File: config.mk
export PLATFORM = sky130hd
export DESIGN_NAME = mig_rd_engine_flat
export DESIGN_NICKNAME = d
export VERILOG_FILES = /design/src/rtl/mig_rd_engine_pkg.sv /design/src/rtl/mig_rd_engine_if.sv /design/src/rtl/mig_rd_engine_credit_cnt.sv /design/src/rtl/mig_rd_engine.sv /design/src/flat_wrapper.sv
export SDC_FILE = /design/constraint.sdc
export NUM_CORES = 1
export LEC_CHECK = 0
export ABC_AREA = 1
export CAP_MARGIN = 0
export CORE_AREA = 2 2 134 136
export CTS_CLUSTER_DIAMETER = 40
export DETAILED_ROUTE_END_ITERATION = 10
export DIE_AREA = 0 0 136 138
export DONT_BUFFER_PORTS = 1
export GPL_ROUTABILITY_DRIVEN = 0
export HOLD_SLACK_MARGIN = 0.15
export PLACE_DENSITY = 0.51
export SYNTH_ARGS = -nofsm -noshare
export SYNTH_HDL_FRONTEND = slang
export SYNTH_SLANG_ARGS = --single-unit
File: constraint.sdc
create_clock -name ui_clk -period 3.8 [get_ports ui_clk]
set_input_delay 0.76 -clock ui_clk [delete_from_list [all_inputs] [get_ports ui_clk]]
set_output_delay 0.76 -clock ui_clk [all_outputs]
set_load 0.03 [all_outputs]
File: src/rtl/mig_rd_engine_pkg.sv
// ----------------------------------------------------------------------------
// mig_pkg
// Shared definitions for the MIG native-interface engines.
//   MIG_CMD_READ / MIG_CMD_WRITE : app_cmd encodings understood by the MIG
//   rd_state_t                   : state encoding of the read engine FSM
// No ports; imported with "import mig_pkg::*;".
// ----------------------------------------------------------------------------
package mig_pkg;

   localparam logic [2:0] MIG_CMD_READ  = 3'b001;
   localparam logic [2:0] MIG_CMD_WRITE = 3'b000;

   // IDLE  : waiting for a request, the only state that accepts one
   // CMD   : issuing read commands (read data may already be returning)
   // DRAIN : all commands accepted, waiting for the remaining beats
   // DONE  : one-cycle completion pulse
   typedef enum logic [1:0] {
      IDLE  = 2'd0,
      CMD   = 2'd1,
      DRAIN = 2'd2,
      DONE  = 2'd3
   } rd_state_t;

endpackage

File: src/rtl/mig_rd_engine_if.sv
// ----------------------------------------------------------------------------
// Interfaces used by mig_rd_engine.
//
// mig_rd_user_if : user-side request and read-data return.
//   rd_req / rd_req_ready / rd_req_addr / rd_length  request handshake
//   rd_busy                                           transfer in progress
//   rd_data / rd_data_valid / rd_data_last            returned beats
//   rd_done                                           completion pulse
//   modport master : the user logic issuing requests
//   modport slave  : the read engine
//
// mig_app_rd_if : read subset of the MIG native app interface.
//   app_rd_addr / app_rd_cmd / app_rd_en / app_rdy    command channel
//   app_rd_data / app_rd_data_valid / app_rd_data_end read data channel
//   modport master : the read engine
//   modport slave  : the MIG (or its model)
// ----------------------------------------------------------------------------
interface mig_rd_user_if #(
   parameter int ADDR_W = 28,
   parameter int LEN_W  = 16,
   parameter int DATA_W = 128
);
   logic              rd_req;
   logic              rd_req_ready;
   logic [ADDR_W-1:0] rd_req_addr;
   logic [LEN_W-1:0]  rd_length;
   logic              rd_busy;
   logic [DATA_W-1:0] rd_data;
   logic              rd_data_valid;
   logic              rd_data_last;
   logic              rd_done;

   modport master (
      output rd_req, rd_req_addr, rd_length,
      input  rd_req_ready, rd_busy, rd_data, rd_data_valid, rd_data_last, rd_done
   );

   modport slave (
      input  rd_req, rd_req_addr, rd_length,
      output rd_req_ready, rd_busy, rd_data, rd_data_valid, rd_data_last, rd_done
   );
endinterface

interface mig_app_rd_if #(
   parameter int ADDR_W = 28,
   parameter int DATA_W = 128
);
   logic [ADDR_W-1:0] app_rd_addr;
   logic [2:0]        app_rd_cmd;
   logic              app_rd_en;
   logic              app_rdy;
   logic [DATA_W-1:0] app_rd_data;
   logic              app_rd_data_valid;
   logic              app_rd_data_end;

   modport master (
      output app_rd_addr, app_rd_cmd, app_rd_en,
      input  app_rdy, app_rd_data, app_rd_data_valid, app_rd_data_end
   );

   modport slave (
      input  app_rd_addr, app_rd_cmd, app_rd_en,
      output app_rdy, app_rd_data, app_rd_data_valid, app_rd_data_end
   );
endinterface

File: src/rtl/mig_rd_engine_credit_cnt.sv
// ----------------------------------------------------------------------------
// mig_credit_cnt
// Saturating up/down counter of commands accepted by the MIG whose data has
// not yet come back. Shared by the read and write engines.
//   clk_i   : clock, rising edge
//   rst_ni  : synchronous active-low reset
//   clr_i   : synchronous clear (start of a new transfer)
//   inc_i   : one command accepted this cycle
//   dec_i   : one completion returned this cycle
//   cnt_o   : current count
//   full_o  : count has reached MAX_CNT, no more commands may be issued
// ----------------------------------------------------------------------------
module mig_credit_cnt #(
   parameter int MAX_CNT = 32,
   parameter int CNT_W   = $clog2(MAX_CNT + 1)
) (
   input  logic             clk_i,
   input  logic             rst_ni,
   input  logic             clr_i,
   input  logic             inc_i,
   input  logic             dec_i,
   output logic [CNT_W-1:0] cnt_o,
   output logic             full_o
);

   logic [CNT_W-1:0] cnt_q, cnt_d;
   logic             inc_ok;
   logic             dec_ok;

   // An increment at full or a decrement at zero is dropped, so the count
   // can neither exceed MAX_CNT nor underflow on a stray completion.
   assign full_o = (cnt_q >= CNT_W'(MAX_CNT));
   assign inc_ok = inc_i && !full_o;
   assign dec_ok = dec_i && (cnt_q != '0);
   assign cnt_o  = cnt_q;

   // Next count: a simultaneous accepted increment and decrement cancel.
   always_comb begin
      cnt_d = cnt_q;
      if (clr_i) begin
         cnt_d = '0;
      end else if (inc_ok && !dec_ok) begin
         cnt_d = cnt_q + CNT_W'(1);
      end else if (dec_ok && !inc_ok) begin
         cnt_d = cnt_q - CNT_W'(1);
      end
   end

   // Count register.
   always_ff @(posedge clk_i) begin
      if (!rst_ni) begin
         cnt_q <= '0;
      end else begin
         cnt_q <= cnt_d;
      end
   end

endmodule

File: src/rtl/mig_rd_engine.sv
// ----------------------------------------------------------------------------
// mig_rd_engine
// Read engine between user logic and the MIG native app interface. One
// request (start address, length in beats) becomes `length` read commands at
// a fixed ADDR_STEP stride. In-flight commands are capped at MAX_OUTST by a
// credit counter. Read data is passed straight through with a per-beat valid,
// a last-beat marker and a registered done pulse.
//   ui_clk  : single clock, rising edge
//   rst_n   : synchronous active-low reset
//   usr_if  : user request / data return (mig_rd_user_if.slave)
//   app_if  : MIG read command and data channels (mig_app_rd_if.master)
// ----------------------------------------------------------------------------
module mig_rd_engine
   import mig_pkg::*;
#(
   parameter int DATA_W    = 128,
   parameter int ADDR_W    = 28,
   parameter int LEN_W     = 16,
   parameter int ADDR_STEP = 8,
   parameter int MAX_OUTST = 32,
   parameter int OUTST_W   = $clog2(MAX_OUTST + 1)
) (
   input logic           ui_clk,
   input logic           rst_n,
   mig_rd_user_if.slave  usr_if,
   mig_app_rd_if.master  app_if
);

   rd_state_t         state_q, state_d;
   logic [LEN_W-1:0]  len_q, len_d;
   logic [LEN_W-1:0]  cmd_cnt_q, cmd_cnt_d;
   logic [LEN_W-1:0]  dat_cnt_q, dat_cnt_d;
   logic [ADDR_W-1:0] addr_q, addr_d;

   logic               req_acc;
   logic               beat_ok;
   logic               last_beat;
   logic               cmd_en;
   logic               cmd_acc;
   logic               outst_full;
   logic [OUTST_W-1:0] outst_cnt_unused;
   logic               data_end_unused;

   // The MIG end-of-burst flag carries no information for single-beat
   // accounting; it is deliberately left unconnected.
   assign data_end_unused = app_if.app_rd_data_end;

   // Returned beats only count while a transfer is collecting data; anything
   // arriving in IDLE or DONE (e.g. left over from before a reset) is dropped.
   assign req_acc   = (state_q == IDLE) && usr_if.rd_req;
   assign beat_ok   = app_if.app_rd_data_valid && ((state_q == CMD) || (state_q == DRAIN));
   assign last_beat = beat_ok && (dat_cnt_q == (len_q - LEN_W'(1)));

   // Command valid never looks at app_rdy, so address and enable stay put
   // until the MIG takes the command.
   assign cmd_en  = (state_q == CMD) && (cmd_cnt_q < len_q) && !outst_full;
   assign cmd_acc = cmd_en && app_if.app_rdy;

   // Outstanding-command credits, cleared when a new request is taken.
   mig_credit_cnt #(
      .MAX_CNT (MAX_OUTST),
      .CNT_W   (OUTST_W)
   ) u_credit (
      .clk_i   (ui_clk),
      .rst_ni  (rst_n),
      .clr_i   (req_acc),
      .inc_i   (cmd_acc),
      .dec_i   (beat_ok),
      .cnt_o   (outst_cnt_unused),
      .full_o  (outst_full)
   );

   // Next-state logic. The address register is loaded with the start address
   // on acceptance and advanced by one stride per accepted command, wrapping
   // at 2^ADDR_W. The final beat ends the transfer from either CMD or DRAIN.
   always_comb begin
      state_d   = state_q;
      len_d     = len_q;
      cmd_cnt_d = cmd_cnt_q;
      dat_cnt_d = dat_cnt_q;
      addr_d    = addr_q;

      if (beat_ok) begin
         dat_cnt_d = dat_cnt_q + LEN_W'(1);
      end

      case (state_q)
         IDLE: begin
            if (usr_if.rd_req) begin
               len_d     = usr_if.rd_length;
               addr_d    = usr_if.rd_req_addr;
               cmd_cnt_d = '0;
               dat_cnt_d = '0;
               state_d   = (usr_if.rd_length == '0) ? DONE : CMD;
            end
         end
         CMD: begin
            if (cmd_acc) begin
               cmd_cnt_d = cmd_cnt_q + LEN_W'(1);
               addr_d    = addr_q + ADDR_W'(ADDR_STEP);
            end
            if (last_beat) begin
               state_d = DONE;
            end else if (cmd_acc && (cmd_cnt_q == (len_q - LEN_W'(1)))) begin
               state_d = DRAIN;
            end
         end
         DRAIN: begin
            if (last_beat) begin
               state_d = DONE;
            end
         end
         DONE: begin
            state_d = IDLE;
         end
         default: begin
            state_d = IDLE;
         end
      endcase
   end

   // State and datapath registers.
   always_ff @(posedge ui_clk) begin
      if (!rst_n) begin
         state_q   <= IDLE;
         len_q     <= '0;
         cmd_cnt_q <= '0;
         dat_cnt_q <= '0;
         addr_q    <= '0;
      end else begin
         state_q   <= state_d;
         len_q     <= len_d;
         cmd_cnt_q <= cmd_cnt_d;
         dat_cnt_q <= dat_cnt_d;
         addr_q    <= addr_d;
      end
   end

   // rd_done is decoded straight from the state register, so it is glitch
   // free and lasts exactly the one DONE cycle.
   assign usr_if.rd_req_ready  = (state_q == IDLE);
   assign usr_if.rd_busy       = (state_q != IDLE);
   assign usr_if.rd_data       = app_if.app_rd_data;
   assign usr_if.rd_data_valid = beat_ok;
   assign usr_if.rd_data_last  = last_beat;
   assign usr_if.rd_done       = (state_q == DONE);

   assign app_if.app_rd_addr   = addr_q;
   assign app_if.app_rd_cmd    = MIG_CMD_READ;
   assign app_if.app_rd_en     = cmd_en;

endmodule

File: src/flat_wrapper.sv
// flat-port wrapper written by rule: the top's interface ports become plain ports
module mig_rd_engine_flat import mig_pkg::*;
#(
   parameter int DATA_W    = 128,
   parameter int ADDR_W    = 28,
   parameter int LEN_W     = 16,
   parameter int ADDR_STEP = 8,
   parameter int MAX_OUTST = 32,
   parameter int OUTST_W   = $clog2(MAX_OUTST + 1)
)
  (ui_clk, rst_n, usr_if_rd_req, usr_if_rd_req_addr, usr_if_rd_length, usr_if_rd_req_ready, usr_if_rd_busy, usr_if_rd_data, usr_if_rd_data_valid, usr_if_rd_data_last, usr_if_rd_done, app_if_app_rd_addr, app_if_app_rd_cmd, app_if_app_rd_en, app_if_app_rdy, app_if_app_rd_data, app_if_app_rd_data_valid, app_if_app_rd_data_end);
  mig_rd_user_if #(.ADDR_W(ADDR_W), .LEN_W(LEN_W), .DATA_W(DATA_W)) usr_if_i ();
  mig_app_rd_if #(.ADDR_W(ADDR_W), .DATA_W(DATA_W)) app_if_i ();
  input logic ui_clk;
  input logic rst_n;
  input wire logic [$bits(usr_if_i.rd_req)-1:0] usr_if_rd_req;
  input wire logic [$bits(usr_if_i.rd_req_addr)-1:0] usr_if_rd_req_addr;
  input wire logic [$bits(usr_if_i.rd_length)-1:0] usr_if_rd_length;
  output wire logic [$bits(usr_if_i.rd_req_ready)-1:0] usr_if_rd_req_ready;
  output wire logic [$bits(usr_if_i.rd_busy)-1:0] usr_if_rd_busy;
  output wire logic [$bits(usr_if_i.rd_data)-1:0] usr_if_rd_data;
  output wire logic [$bits(usr_if_i.rd_data_valid)-1:0] usr_if_rd_data_valid;
  output wire logic [$bits(usr_if_i.rd_data_last)-1:0] usr_if_rd_data_last;
  output wire logic [$bits(usr_if_i.rd_done)-1:0] usr_if_rd_done;
  output wire logic [$bits(app_if_i.app_rd_addr)-1:0] app_if_app_rd_addr;
  output wire logic [$bits(app_if_i.app_rd_cmd)-1:0] app_if_app_rd_cmd;
  output wire logic [$bits(app_if_i.app_rd_en)-1:0] app_if_app_rd_en;
  input wire logic [$bits(app_if_i.app_rdy)-1:0] app_if_app_rdy;
  input wire logic [$bits(app_if_i.app_rd_data)-1:0] app_if_app_rd_data;
  input wire logic [$bits(app_if_i.app_rd_data_valid)-1:0] app_if_app_rd_data_valid;
  input wire logic [$bits(app_if_i.app_rd_data_end)-1:0] app_if_app_rd_data_end;
  assign usr_if_i.rd_req = usr_if_rd_req;
  assign usr_if_i.rd_req_addr = usr_if_rd_req_addr;
  assign usr_if_i.rd_length = usr_if_rd_length;
  assign usr_if_rd_req_ready = usr_if_i.rd_req_ready;
  assign usr_if_rd_busy = usr_if_i.rd_busy;
  assign usr_if_rd_data = usr_if_i.rd_data;
  assign usr_if_rd_data_valid = usr_if_i.rd_data_valid;
  assign usr_if_rd_data_last = usr_if_i.rd_data_last;
  assign usr_if_rd_done = usr_if_i.rd_done;
  assign app_if_app_rd_addr = app_if_i.app_rd_addr;
  assign app_if_app_rd_cmd = app_if_i.app_rd_cmd;
  assign app_if_app_rd_en = app_if_i.app_rd_en;
  assign app_if_i.app_rdy = app_if_app_rdy;
  assign app_if_i.app_rd_data = app_if_app_rd_data;
  assign app_if_i.app_rd_data_valid = app_if_app_rd_data_valid;
  assign app_if_i.app_rd_data_end = app_if_app_rd_data_end;
  mig_rd_engine #(.DATA_W(DATA_W), .ADDR_W(ADDR_W), .LEN_W(LEN_W), .ADDR_STEP(ADDR_STEP), .MAX_OUTST(MAX_OUTST), .OUTST_W(OUTST_W)) u_core (.ui_clk(ui_clk), .rst_n(rst_n), .usr_if(usr_if_i), .app_if(app_if_i));
endmodule
==> flow_summary.yaml <==
clock_network:
  cts_hold_buf: 0
  cts.clk_slew.worst_paths_ns: 0.06
  clock-sinks: 84
  cts_tree: "done"
  cts_max_path_buffers: 2
  numCtsBuffers: 9
  worstSkewPairLatency_ns: 0.35
  cts_root_buffer: "clkbuf_16"
  h-tree-depth: 3
setup_path:
  reg2reg_slack_ns: 0.38
  critPathTopFamily: "compound AO/OA/AOI/OAI gates"
  r2r-start: "u_core.len_q[4]"
  worst-setup-path-type: "reg2reg"
  critPathCaptureType: "flip-flop"
  slowest_stage: "dfxtp_1"
  required_ns: 4.09
  critPathMaxStageDelay_ns: 0.44
  path_max_fanout: 5
  path_cells: "inv_1 > ha_1 > a21oi_1 > nor2_1 > nor3_1 > nand2_1 > nand2_1 > nand4_1 > nor2_2 > ha_2 > inv_1 > ha_4 > a21oi_1 > inv_1 > a31oi_2 > o21bai_1 > a21oi_2 > nor2_1 > nor2_1 > nand2_1 > a21oi_1 > o21a_1"
  arrival_ns: 3.71
  start_kind: "flip-flop"
  path_buf_inv: 3
  r2r_end: "u_core.u_credit.cnt_o[5]"
  startpoint: "u_core.len_q[4]"
  reg2reg_depth: 22
run:
  cap_violations: 0
hold_path:
  worstHoldStart: "u_core.u_credit.cnt_o[0]"
  worstHoldPathType: "reg2reg"
  holdPathEnd: "u_core.u_credit.cnt_o[0]"
  whs_path_depth: 2
place:
  hpwlAfterDp_um: 14800
  pre_cts_slack_ns: 0.0558
  numPortBuffers: 0
  dp.cells: 1133
finish:
  fillers: 1982
  antennaDiodeCount: 0
  area_growth_pct: -4.56
  drive_gt1_share_pct: 8.13
  instances_no_fill: 1151
  seqCellArea_um2: 1680
  multi_input_area_um2: 3850
  nets: 1125
synthesis:
  synthArstFlopShare_pct: 0
  yosys_warnings: 0
  synth_edf_count: 0
  synth_seq_area_share_pct: 24.2
  synth_cell_types: 46
  syn_area_per_cell_um2: 6.66
  syn_inst: 1042
  ys_ff_latch: 84
  synth_area_um2: 6940
  synth_ff_type: "dfxtp_1"
pwr:
  switching_share_pct: 50.0
  vdd_drop_max_mv: 0.405
  p_switching_w: 0.00249
  totalPowerFinal_w: 0.00497
  pwr-share-seq_pct: 34.6
  leakagePower_nw: 2.81
  comb_power_share_pct: 46.7
  clkPwrFrac_pct: 18.7
  powerDensity_nw_per_um2: 750
  internal-power_w: 0.00248
global_routing:
  grt_pass1_vias: 5606
  grt_pass1_wl_um: 29900
  grt_overflow_total: 0
  grt_use_total_pct: 20.4
  antenna_found_initial: 0
  grt_max_degree: 49
floorplanning:
  io_pins: 343
  coreArea_um2: 17500
  die_x_um: 136
  num_rows: 49
  dieArea_um2: 18800
  die_y_um: 138
  start_util_pct: 39.6
detailed_routing:
  drt-initial-drc-count: 316
  dr.pass1.iters: 5
  wl_per_cell_um: 16.7
  vias: 5919
  postRouteAntennaNets: 0
  via_per_inst: 5.14
  drc: 0
  routed_wl_um: 19200
sta:
  clock_skew_ns: 0.00827
  clock.fmax_mhz: 292
  slew_viol_final: 0
  timing.final.ws_setup_ns: 0.380
  min_period_ns: 3.42
  max_slew_margin_pct: 42.2
  fin_tns_setup_ns: 0
  rsz0062_at_grt: "false"
  period_share_pct: 90.0
  hold_violations: 0
  worst_pin_slew_ns: 0.861
  final-setup-viol-count: 0
  hold_slack_ns: 0.509
outcome:
  status: "complete, no violations"
-- stage by stage --
stage / cell area, um^2 / util, %
3_3_place_gp: 6280 / 35.8
3_5_place_dp: 6280 / 35.8
6_report: 6630 / 37.8
4_1_cts: 6580 / 37.5
2_1_floorplan: 6950 / -
5_1_grt: 6630 / 37.8
-- power by group through the flow --
| stage | Combinational [W] | Sequential, W | Clock, W |
|---|---|---|---|
| floorplan | 0.00206 | 0.00165 | 0 |
| global placement | 0.00227 | 0.00174 | 0 |
| detailed placement | 0.00227 | 0.00174 | 0 |
| CTS | 0.00229 | 0.00172 | 0.000949 |
| global route | 0.00264 | 0.00177 | 0.000978 |
| finish | 0.00232 | 0.00172 | 0.000931 |
-- state kept, by name, summed over array words and instances, names as in the netlist --
name,cells
u_core.cmd_cnt_q,16
u_core.app_if.app_rd_addr,28
u_core.len_q,16
u_core.u_credit.cnt_o,6
u_core.dat_cnt_q,16
u_core.state_q,2
-- synth_stat cells, types with 4 or more instances --
cell type	instances	area (um^2)
nor2_1	106	398
a21oi_1	79	395
nand3_1	76	380
nand4_1	19	119
o21ai_0	58	290
xnor2_1	12	105
buf_2	6	30.0
dfxtp_1	84	1680
a211oi_1	4	30.0
inv_1	95	357
or2_2	4	25.0
clkbuf_1	17	63.8
nor3_1	14	70.1
ha_1	29	363
nand2_2	7	43.8
nor4_1	7	43.8
mux2i_1	13	130
buf_4	131	983
xor2_1	27	236
nand3b_1	6	45.0
nor2_2	9	56.3
nand2_1	200	751
-- cell type report --
| type | count | share of cell area [%] |
|---|---|---|
| Clock buffer | 12 | 3.87 |
| Clock inverter | 4 | 0.718 |
| Inverter | 97 | 5.49 |
| Multi-Input combinational cell | 707 | 58.2 |
| Sequential cell | 84 | 25.4 |
| Tap cell | 229 | 4.32 |
| Timing Repair Buffer | 18 | 2.04 |
-- logic make-up (layout without fill, tap and decap cells) --
logic type | count (synthesis) | in the layout | synth area share (%)
AOI/OAI and AO/OA | 155 | 155 | 11.8
xor gates and xnor gates | 39 | 39 | 4.92
adders and majority gates | 30 | 30 | 5.51
buffers and inverters | 252 | 131 | 20.8
DFF | 84 | 84 | 24.2
muxes | 13 | 13 | 1.87
other | 2 | 3 | 0.108
and+or+nand+nor | 467 | 467 | 30.8
-- worst reg2reg max path: cells and delay by family (launching register included) --
family                   cells  cell delay [ns]
AO/OA/AOI/OAI                7             0.96
AND/OR/NAND/NOR              9             0.92
adder cells (fa/ha/maj)      3             0.68
flip-flops                   1             0.44
buffers and inverters        3             0.32
-- how the worst max path moves through the flow --
stage	end	slack, ns	depth (start not counted)
6_report	u_core.u_credit.cnt_o[5]	0.38	22
5_1_grt	u_core.u_credit.cnt_o[5]	0.02	22
4_1_cts	u_core.u_credit.cnt_o[5]	0.03	22
3_5_place_dp	u_core.u_credit.cnt_o[5]	0.06	22
3_3_place_gp	u_core.u_credit.cnt_o[5]	0.15	22
2_1_floorplan	u_core.u_credit.cnt_o[5]	0.62	22
-- per-layer routing --
layer / global-route usage (%) / wire [um] / vias to the layer above
li1: - / - / 3023
met1: 24.6 / 8070 / 2639
met2: 33.0 / 8930 / 165
met3: 4.22 / 1220 / 92
met4: 12.2 / 967 / 0
met5: 0 / 0 / -
-- cells in the final DEF (no fill, tap or decap), types with 13 or more instances in the layout --
master | synthesis | final
dfxtp_1 | 84 | 83
o21ai_0 | 58 | 58
nand3_1 | 76 | 76
mux2i_1 | 13 | 13
ha_1 | 29 | 27
inv_1 | 95 | 95
xor2_1 | 27 | 27
nand2_1 | 200 | 200
nor2_1 | 106 | 105
buf_4 | 131 | 18
nand4_1 | 19 | 19
nor3_1 | 14 | 14
a21oi_1 | 79 | 78
-- timing repair --
item                                    in CTS  in global routing
buffers inserted                             0                  2
endpoints found under the setup margin       0                  1
gates resized for setup                      0                  6
Note: power is estimated with default switching activity, not from simulation.
